--- src/rtl/pipeline_hazard_controller.sv ---
// Pipeline stall/flush controller: resolves load-use stalls, branch flushes and DRAM
// freezes, with a DRAM timeout that parks the pipeline in HALT until reset.
module pipeline_hazard_controller #(
    parameter int TIMEOUT = 16
) (
    input  logic        clk,
    input  logic        rst_n,
    input  logic        DataHazard,
    input  logic        EXBranchTaken,
    input  logic        MEMDramReq,
    input  logic        DramReady,
    output logic        PcStall,
    output logic        IFIDStall,
    output logic        IDEXStall,
    output logic        EXMEMStall,
    output logic        IFIDFlush,
    output logic        IDEXFlush,
    output logic        MEMWBFlush,
    output logic        MemTimeout,
    output logic [31:0] StallCount,
    output logic [31:0] FlushCount
);

    localparam logic [1:0]  RUN       = 2'd0;
    localparam logic [1:0]  MEM_WAIT  = 2'd1;
    localparam logic [1:0]  HALT      = 2'd2;
    localparam logic [7:0]  WAIT_LAST = 8'(TIMEOUT - 1);
    localparam logic [31:0] CNT_MAX   = 32'hFFFF_FFFF;

    logic [1:0]  state;
    logic [1:0]  next_state;
    logic [7:0]  wait_cnt;
    logic [31:0] stall_cnt;
    logic [31:0] flush_cnt;
    logic        freeze;
    logic        branch_flush;
    logic        load_use;
    logic        enter_wait;
    logic        wait_expire;

    always_comb begin
        // NOTE: every output of this block gets a default first, so no path can infer a latch.
        freeze       = 1'b0;
        branch_flush = 1'b0;
        load_use     = 1'b0;
        enter_wait   = 1'b0;
        wait_expire  = 1'b0;
        next_state   = state;
        if (rst_n) begin
            case (state)
                RUN: begin
                    if (MEMDramReq && !DramReady) begin
                        freeze     = 1'b1;
                        enter_wait = 1'b1;
                        next_state = MEM_WAIT;
                    end else begin
                        branch_flush = EXBranchTaken;
                        load_use     = !EXBranchTaken && DataHazard;
                    end
                end
                MEM_WAIT: begin
                    if (!DramReady) begin
                        freeze = 1'b1;
                        if (wait_cnt == WAIT_LAST) begin
                            wait_expire = 1'b1;
                            next_state  = HALT;
                        end
                    end else begin
                        // Data has arrived, so the releasing cycle resolves hazards as RUN would.
                        branch_flush = EXBranchTaken;
                        load_use     = !EXBranchTaken && DataHazard;
                        next_state   = RUN;
                    end
                end
                HALT:    freeze     = 1'b1;
                default: next_state = RUN;
            endcase
        end
    end

    assign PcStall    = freeze || load_use;
    assign IFIDStall  = freeze || load_use;
    assign IDEXStall  = freeze;
    assign EXMEMStall = freeze;
    assign MEMWBFlush = freeze;
    assign IFIDFlush  = branch_flush;
    assign IDEXFlush  = branch_flush || load_use;
    assign StallCount = stall_cnt;
    assign FlushCount = flush_cnt;

    // NOTE: sequential state uses non-blocking assignments so every register samples pre-edge values.
    always_ff @(posedge clk) begin
        if (!rst_n) begin
            state      <= RUN;
            wait_cnt   <= 8'd0;
            MemTimeout <= 1'b0;
            stall_cnt  <= 32'd0;
            flush_cnt  <= 32'd0;
        end else begin
            state <= next_state;
            if (enter_wait)
                wait_cnt <= 8'd0;
            else if (state == MEM_WAIT && !DramReady)
                wait_cnt <= wait_cnt + 8'd1;
            if (wait_expire)
                MemTimeout <= 1'b1;
            // HALT holds the stall lines but is an error condition, not pipeline work.
            if (PcStall && state != HALT && stall_cnt != CNT_MAX)
                stall_cnt <= stall_cnt + 32'd1;
            if (branch_flush && flush_cnt != CNT_MAX)
                flush_cnt <= flush_cnt + 32'd1;
        end
    end

endmodule

--- config.mk ---
export PLATFORM = sky130hd
export DESIGN_NAME = pipeline_hazard_controller
export DESIGN_NICKNAME = d
export VERILOG_FILES = /design/src/rtl/pipeline_hazard_controller.sv
export SDC_FILE = /design/constraint.sdc
export NUM_CORES = 1
export LEC_CHECK = 0
export ABC_AREA = 0
export BUFFER_PORTS_ARGS = -buffer_cell sky130_fd_sc_hd__buf_2
export CAP_MARGIN = 10
export CORE_UTILIZATION = 35
export DETAILED_ROUTE_END_ITERATION = 7
export GPL_TIMING_DRIVEN = 1
export SETUP_SLACK_MARGIN = 0.05
export SKIP_LAST_GASP = 1
export SYNTH_ARGS = -nofsm -noshare
export SYNTH_HDL_FRONTEND = slang
export SYNTH_SLANG_ARGS = --single-unit
--- constraint.sdc ---
create_clock -name clk -period 2.83 [get_ports clk]
set_clock_uncertainty 0.05 [all_clocks]
set_input_delay 0.4245 -clock clk [delete_from_list [all_inputs] [get_ports clk]]
set_output_delay 0.4245 -clock clk [all_outputs]
set_load 0.01 [all_outputs]
## Word level (Yosys, flattened, before mapping)

Index checks and enable logic that the tools add are counted.
W data, S select, Z words.

- Register bits: 75
- Input port bits: 6
- Output and inout port bits: 72
- Logic and storage cells: 53

- Add/sub/neg operators: 3
- Eq/ne operators: 8
- Mux-type cells: 22
- Bitwise gates (word level): 2
- Reduce and logical (&&, ||, !) cells: 13

Operator list:

| kind | number |
|---|---|
| $add A32 B1 Y32 const B | 2 |
| $ne A32 B32 Y1 const B | 2 |
| $mux W1 | 15 |
| $add A8 B1 Y8 const B | 1 |
| $eq A8 B4 Y1 const B | 1 |
| $logic_and A1 B1 Y1 | 6 |
| $mux W2 | 3 |
| $pmux W2 S3 | 1 |
| $ne A2 B2 Y1 const B | 2 |
| $pmux W1 S2 | 2 |
| $ne A3 B3 Y1 const B | 1 |
| $pmux W1 S3 | 1 |
| $reduce_and A3 Y1 | 1 |
| $eq A2 B1 Y1 const B | 1 |
| $eq A2 B2 Y1 const B | 1 |
| $logic_not A1 Y1 | 2 |
| $logic_not A2 Y1 | 1 |
| $logic_or A1 B1 Y1 | 2 |
| $not A1 Y1 | 2 |
| $reduce_or A2 Y1 | 1 |

## Logic depth before layout (Yosys ltp)

Gate-level depths: netlist of run 1.

- Depth after elaboration: 8
- Depth in mapped cells: 9
- Mapped depth without buffers: 6

## Worst setup path after synthesis of run 1

OpenSTA, ideal clock, no wires.

- Kind: reg2reg
- From: register stall_cnt[0] (netlist: StallCount[0])
- To: register stall_cnt[23] (netlist: StallCount[23])
- Arrival: 1894 ps
- Data required time: 2708 ps
- Path slack: 815 ps
- Stages on the path, launching flop included: 9
- Period minus slack after synthesis: 2015 ps
- Path through: dfxtp_1 -> ha_1 -> and4_1 -> and2_1 -> and4_1 -> buf_2 -> buf_4 -> nor4_1 -> mux2i_1

- Word-level cells in the longest chain between the ends: 2

RTL lines:

| what | RTL line | RTL |
|---|---|---|
| from (decl) | 33 | `logic [31:0] stall_cnt;` |
| from (signal assigned) | 109 | `stall_cnt <= stall_cnt + 32'd1;` |
| branches (longest 2 deep; another with $add A32 B1 Y32) | -- |  |

Parallel ways; which one is timed is not known.
A chain may end at the register's enable or synchronous reset.

## Final worst setup path of run 1

- From: register stall_cnt[0] (netlist: StallCount[0])
- To: register stall_cnt[26] (netlist: StallCount[26])

Same word-level chain as after synthesis.

==> results of run 1 <==
==> how the worst max path moves through the flow <==
| stage | end | slack (ns) | cells past startpoint |
|---|---|---|---|
| finish | StallCount[26]$_SDFFE_PN0P_ | 0.49 | 6 |
| floorplan | StallCount[23]$_SDFFE_PN0P_ | 0.81 | 8 |
| global placement | StallCount[30]$_SDFFE_PN0P_ | 0.50 | 6 |
| detailed placement | StallCount[26]$_SDFFE_PN0P_ | 0.35 | 6 |
| global route | StallCount[26]$_SDFFE_PN0P_ | 0.21 | 6 |
| CTS | StallCount[26]$_SDFFE_PN0P_ | 0.53 | 6 |
==> per-stage QoR <==
step	hold WS (ns)	total power, mW	util, %	area (um2)
global placement	0.4100	1.186	40.64	4405
global route	0.4575	2.116	42.60	4618
CTS	0.4232	2.064	42.60	4618
finish	0.4304	2.037	42.60	4618
floorplan	0.4083	1.155	-	3894
detailed placement	0.4100	1.189	40.64	4405
==> where the power goes <==
group,internal (mW),leakage (nW),switching [mW],total [mW]
registers,1.06,0.605,0.00873,1.07
logic,0.0309,1.07,0.0634,0.0942
clock network,0.477,0.108,0.397,0.873
==> tightest hold or removal path: cells and delay by family (launching register included) <==
kind               cells  cell delay, ns
AOI/OAI and AO/OA      1            0.04
DFF                    1            0.33
and+or+nand+nor        1            0.07
==> final cells by class <==
type	instances	area, um2	area share, %
Clock inverter	4	47.55	1.030
Inverter	7	26.28	0.5690
Clock buffer	12	165.2	3.576
Tap cell	140	175.2	3.793
Timing Repair Buffer	88	467.9	10.13
Multi-Input combinational cell	356	2235	48.39
Sequential cell	75	1501	32.51
==> kinds of logic after synthesis <==
family                     count (synthesis)
AOI/OAI and AO/OA                        113
adders and majority gates                  3
muxes                                     11
buffers and inverters                     32
and+or+nand+nor                          217
DFF                                       75
xor gates and xnor gates                  12
==> metal layers <==
layer  vias up  global-route usage [%]
li1       1917                       -
met1      1820                   24.05
met2       108                   28.48
met3        10                   3.208
met4         0                   6.947
met5         -                       0
==> Yosys cell counts, types with 4 or more instances <==
cell and count:
nand4_1 22, o211ai_1 6, nor4_1 7, and3_1 7, o41ai_1 11, o21ai_0 21, xor2_1 9, mux2i_1 11
nand2b_1 17, o311ai_0 11, nand3_1 28, a21oi_1 33, or4_1 10, and4_1 9, nor2_1 24, inv_1 7
buf_4 5, o2111ai_1 4, o31ai_1 14, or3_1 20, dfxtp_1 75, and2_1 6, nor3_1 10, clkbuf_1 15
nand2_1 45
==> layout by cell type, fill, tap and decap left out, types with 2 or more instances in the layout <==
cell | Yosys | final
o211ai_1 | 6 | 6
o211a_1 | 2 | 2
mux2i_1 | 11 | 11
buf_2 | 3 | 77
dfxtp_1 | 75 | 75
o31ai_1 | 14 | 14
nand2b_1 | 17 | 17
nor4_1 | 7 | 7
and4_1 | 9 | 9
or2_2 | 2 | 2
inv_1 | 7 | 7
nand3_1 | 28 | 28
or3_1 | 20 | 20
nand2_1 | 45 | 45
or4_1 | 10 | 10
ha_1 | 3 | 3
o21ai_0 | 21 | 21
o41ai_1 | 11 | 11
nor2b_1 | 2 | 2
a21oi_1 | 33 | 33
xor2_1 | 9 | 9
buf_4 | 5 | 11
nand4_1 | 22 | 22
o2111ai_1 | 4 | 4
xnor2_1 | 3 | 3
and2_1 | 6 | 6
o311ai_0 | 11 | 11
and3_1 | 7 | 7
clkbuf_8 | 0 | 12
clkinv_2 | 0 | 2
nor2_1 | 24 | 24
o21ai_1 | 2 | 2
nor3_1 | 10 | 10
==> registers in the layout, summed over array words and instances (netlist names) <==
| signal | cells |
|---|---|
| wait_cnt | 8 |
| state | 2 |
| StallCount | 32 |
| FlushCount | 32 |
| MemTimeout | 1 |
==> reports/results.txt, run 1 <==
Syn Area/Cell - 8.410 um2
Final hold violation count - 0
Worst path max stage delay - 0.66 ns
DRC - 0
DP Worst Slack - 0.3460 ns
Top FF cell, synth - dfxtp_1
Period utilization - 82.83%
Critical Path Slowest Stage Cell - nor4b_1
Worst Hold Launch - MemTimeout$_SDFFE_PN0P_
Crit path DAT - 2.54 ns
Slew Limit Fails - 0
Largest net degree at the start of global routing - 36
DR WL met2 - 4.620 mm
Main combinational cell family by area after synthesis - simple AND/OR/NAND/NOR gates
Post-Syn Area - 3894 um2
Power Dens Cells - 441.1 nW/um2
Worst reg2reg path endpoint - StallCount[26]$_SDFFE_PN0P_
Clock transition at path regs - 0.08 ns
Shortest period the worst path allows - 2.344 ns
DRT Wirelength - 10.13 mm
1st-iter DRT viols - 153
Setup TNS - 0 ns
Final non-filler cell total - 682
WS Path Type - flip-flop to flip-flop
CTS sink count - 75
Xor/xnor cell area share of the yosys netlist - 2.699%
Buffers & Inverters on Critical Path - 0
Synth warn - 0
Synth area leader - dfxtp_1
Worst EP required - 3.03 ns
Netlist cell types - 50
DP Wirelength - 7.265 mm
Overall routing resource usage - 17.93%
Placed Cells - 666
Total iterations of the first detailed-routing run - 4
Post-synth EDFFs - 0
Register-to-register setup slack - 0.49 ns
Number of synthesized register bits - 75
Pleak - 1.785 nW
H-tree levels - 3
Worst path cell trace - ha_1 -> and4_1 -> o2111ai_1 -> nor4b_1 -> nor2_1 -> nor4_1
GR Overflow Total - 0
Post-DRT Antenna Nets - 0
Later-pin clock latency in the skew report - 0.35 ns
Fillcell total - 1,136
RSZ-0062 raised after global routing - false
Gates resized, CTS repair - 0
Post-Syn Nets - 472
Final setup viols - 0
Final WS setup - 0.4860 ns
Synth Area in Simple Gates - 31.36%
DR vias/cell - 5.652
Synth Area in Adders - 0.9640%
Area Growth Syn to Fin - 18.61%
Compound-Gate Fraction of Synth Area - 19.54%
Die area - 11,550 um2
Area share of the largest cell type after synthesis - 38.56%
Crit-path max FO - 6
Run status - finished clean
Max Buffers Root-to-Sink - 2
Number of I/O port buffers - 77
Post-CTS Hold Fix Bufs - 0
Initial Utilization - 35.92%
R2r worst-path depth - 6
Die Height - 107.5 um
Core area - 10,840 um2
RR Startpoint - StallCount[0]$_SDFFE_PN0P_
Max VDD drop - 203.6 uV
Share of post-route cells with drive strength above 1 - 21.03%
Hold Path Class - flip-flop to flip-flop
Metal1 wirelength - 4.851 mm
First-pass GRT wire length - 16.54 mm
Total CTS buffers - 9
Post-DR wirelength/cell - 14.85 um
Initial antenna violation count - 0
Mux cell area share after synthesis - 2.828%
Worst path top cell family by delay - simple AND/OR/NAND/NOR gates
Io pins - 78
Row count - 38
Worst-margin pin slew - 0.6489 ns
DR top layer - met4
Hold-critical path depth - 2
Fraction of registers with async set/reset - 0%
Root Driver - clkbuf_8
Routed vias - 3,855
Die X - 107.5 um
Max_cap viols - 0
Register area share after synthesis - 38.56%
CP startpoint kind - flip-flop
Met3 routed WL - 543 um
Synth top area cells - dfxtp_1, nand2_1, a21oi_1
Rel. slew slack - 56.13%
Setup crit start - StallCount[0]$_SDFFE_PN0P_
Maximum clock rate - 426.6 MHz
# Post-CTS Setup Buffers - 0
Final nets - 546
Synth Instances - 463
CTS tree - built
Worst hold endpoint - MemTimeout$_SDFFE_PN0P_
Inserted Diodes - 0
Placer Congestion - 0.8146
Worst setup EP type - flip-flop
Via count of the first global-routing pass - 3,473
No activity file was read; power rests on OpenSTA's default activity.
==> run 2: changes to the inputs <==
==> constraint.sdc (replaced) <==
create_clock -name clk -period 2.5 [get_ports clk]
set_clock_uncertainty 0.05 [all_clocks]
set_input_delay 0.375 -clock clk [delete_from_list [all_inputs] [get_ports clk]]
set_output_delay 0.375 -clock clk [all_outputs]
set_load 0.01 [all_outputs]
==> run 2 against run 1 <==
Worst hold slack got worse by 0.070 ns; routed wire length increased by 1.2%; non-clock buffer count increased by 8; power increased by 15%; clock power increased by 18%; critical path type unchanged; sequential cell count unchanged; maximum frequency increased by 6.7%; cell count increased by 1.0%; setup slack got worse by 0.18 ns; register-to-register slack got worse by 0.18 ns; count of clock-buffer cells in the layout decreased by 1.
==> reports/results.txt, run 2 (synthesis results as in run 1) <==
Overall routing resource usage - 18.48% (+0.55 points)
Rel. slew slack - 56.16% (about the same)
Period utilization - 87.89% (+5.1 points)
Power Dens Cells - 501.5 nW/um2 (+14%)
Setup TNS - 0 ns (unchanged)
Shortest period the worst path allows - 2.197 ns (-0.1468 ns)
DR vias/cell - 5.546 (-1.9%)
Final nets - 554 (+1.5%)
Register-to-register setup slack - 0.30 ns (-0.18 ns)
Worst EP required - 2.71 ns (-0.32 ns)
Crit path DAT - 2.41 ns (-0.13 ns)
Io pins - 78 (unchanged)
Setup crit start - StallCount[0]$_SDFFE_PN0P_
Final WS setup - 0.3028 ns (-0.1832 ns)
Total iterations of the first detailed-routing run - 5 (+1)
Pleak - 1.819 nW (+1.9%)
Initial antenna violation count - 0 (unchanged)
Post-layout util - 43.22% (+0.62 points)
Row count - 38 (unchanged)
Inserted Diodes - 0 (unchanged)
Maximum clock rate - 455.1 MHz (+6.7%)
Root Driver - clkbuf_8
Final setup viols - 0 (unchanged)
1st-iter DRT viols - 200 (+31%)
Final hold violation count - 0 (unchanged)
DRC - 0 (unchanged)
Placer Congestion - 0.8237 (+1.1%)
Clock transition at path regs - 0.08 ns (about the same)
Crit-path max FO - 6 (unchanged)
Via count of the first global-routing pass - 3,456 (-0.49%)
Die area - 11,550 um2 (unchanged)
Initial Utilization - 35.92% (unchanged)
Max VDD drop - 270.8 uV (+33%)
Most frequent cells in the layout - buf_2, dfxtp_1, nand2_1, a21oi_1, nand3_1
Largest net degree at the start of global routing - 39 (+8.3%)
Share of post-route cells with drive strength above 1 - 21.68% (+0.64 points)
First-pass GRT wire length - 16.87 mm (+2.0%)
Gates resized, CTS repair - 0 (unchanged)
Worst path cell trace - ha_1 -> and4_1 -> o2111ai_1 -> a2111oi_0 -> nand2_1 -> mux2i_1
CTS tree - built
Worst-margin pin slew - 0.6410 ns (-0.007884 ns)
Commonest non-fill, non-tap cell in the layout - buf_2
WP depth - 6 (unchanged)
H-tree levels - 3 (unchanged)
Worst setup EP type - flip-flop
Fin Hold WS - 0.3604 ns (-0.06992 ns)
# Post-CTS Setup Buffers - 0 (unchanged)
Placed Cells - 674 (+1.2%)
Post-CTS Hold Fix Bufs - 0 (unchanged)
Die X - 107.5 um (unchanged)
Max Buffers Root-to-Sink - 2 (unchanged)
Post-DRT Antenna Nets - 0 (unchanged)
Post-DR wirelength/cell - 14.88 um (+0.20%)
Critical Path Slowest Stage Cell - a2111oi_0
RR Startpoint - StallCount[0]$_SDFFE_PN0P_
RSZ-0062 raised after global routing - false
Later-pin clock latency in the skew report - 0.36 ns (about the same)
CP startpoint kind - flip-flop
CTS sink count - 75 (unchanged)
Buffers & Inverters on Critical Path - 0 (unchanged)
Worst path top cell family by delay - compound AO/OA/AOI/OAI gates
Slew Limit Fails - 0 (unchanged)
Worst reg2reg path endpoint - StallCount[30]$_SDFFE_PN0P_
Worst path max stage delay - 0.62 ns (-0.04 ns)
Total CTS buffers - 9 (unchanged)
GR Overflow Total - 0 (unchanged)
DP Worst Slack - 0.2792 ns (-0.06681 ns)
Crit path to - StallCount[30]$_SDFFE_PN0P_
Final non-filler cell total - 689 (+1.0%)
Max_cap viols - 0 (unchanged)
WS Path Type - flip-flop to flip-flop
Die Height - 107.5 um (unchanged)
DRT Wirelength - 10.26 mm (+1.2%)
R2r worst-path depth - 6 (unchanged)
Core area - 10,840 um2 (unchanged)
Number of I/O port buffers - 77 (unchanged)
Routed vias - 3,821 (-0.88%)
Hold Path Class - input port to flip-flop
DP Wirelength - 7.368 mm (+1.4%)
Run status - finished clean
Area Growth Syn to Fin - 20.34%
==> run 2: cell count changes in the layout (fill, tap and decap cells not counted) <==
cell       change
clkinv_4       +1
bufinv_16      +1
clkbuf_8       -3
clkinv_2       -2
buf_4          +7
clkbuf_1       +2
buf_12         +1
==> run 2: layout make-up <==
| class | count | area [um2] |
|---|---|---|
| clock buffer | 11 | 131.4 |
| clock inverter | 4 | 76.32 |
| fill | 1116 | 6155 |
| inverter | 7 | 26.28 |
| multi-input combinational | 356 | 2235 |
| sequential | 75 | 1501 |
| tap | 140 | 175.2 |
| timing repair buffer | 96 | 540.5 |
==> run 2: worst min path at each step <==
stage | startpoint | end | slack, ns | cells past startpoint
after detailed placement | MemTimeout$_SDFFE_PN0P_ | MemTimeout$_SDFFE_PN0P_ | 0.42 | 2
after floorplan | wait_cnt[7]$_SDFFE_PP0N_ | wait_cnt[7]$_SDFFE_PP0N_ | 0.41 | 2
after global placement | MemTimeout$_SDFFE_PN0P_ | MemTimeout$_SDFFE_PN0P_ | 0.42 | 2
final | DramReady | wait_cnt[1]$_SDFFE_PP0N_ | 0.36 | 4
after CTS | DramReady | wait_cnt[1]$_SDFFE_PP0N_ | 0.35 | 4
after global routing | DramReady | wait_cnt[1]$_SDFFE_PP0N_ | 0.38 | 4
==> run 2: layer usage <==
metal / part of all wire [%] / vias to the layer above / GRT usage [%]
li1: - / 1923 / -
met1: 49 / 1802 / 25.26
met4: 1.5 / 0 / 7.241
met5: 0 / - / 0
met3: 5.0 / 12 / 4.661
met2: 45 / 84 / 27.74
==> run 2: where the power goes <==
group	switching (mW)	internal (mW)
sequential	0.00952	1.20
clock	0.471	0.559
combinational	0.0712	0.0389
total	0.551	1.80
==> run 2: metrics by stage <==
step	power, mW	instance area, um2
final	2.350	4686
after detailed placement	1.350	4478
after CTS	2.373	4686
after global placement	1.348	4478
after floorplan	1.307	3894
after global routing	2.435	4686
==> run 2: worst min-delay path, cell delays in order <==
cell	delay, ns
buf_2	0.11
nor3b_2	0.07
mux2i_1	0.11
nor2_1	0.07
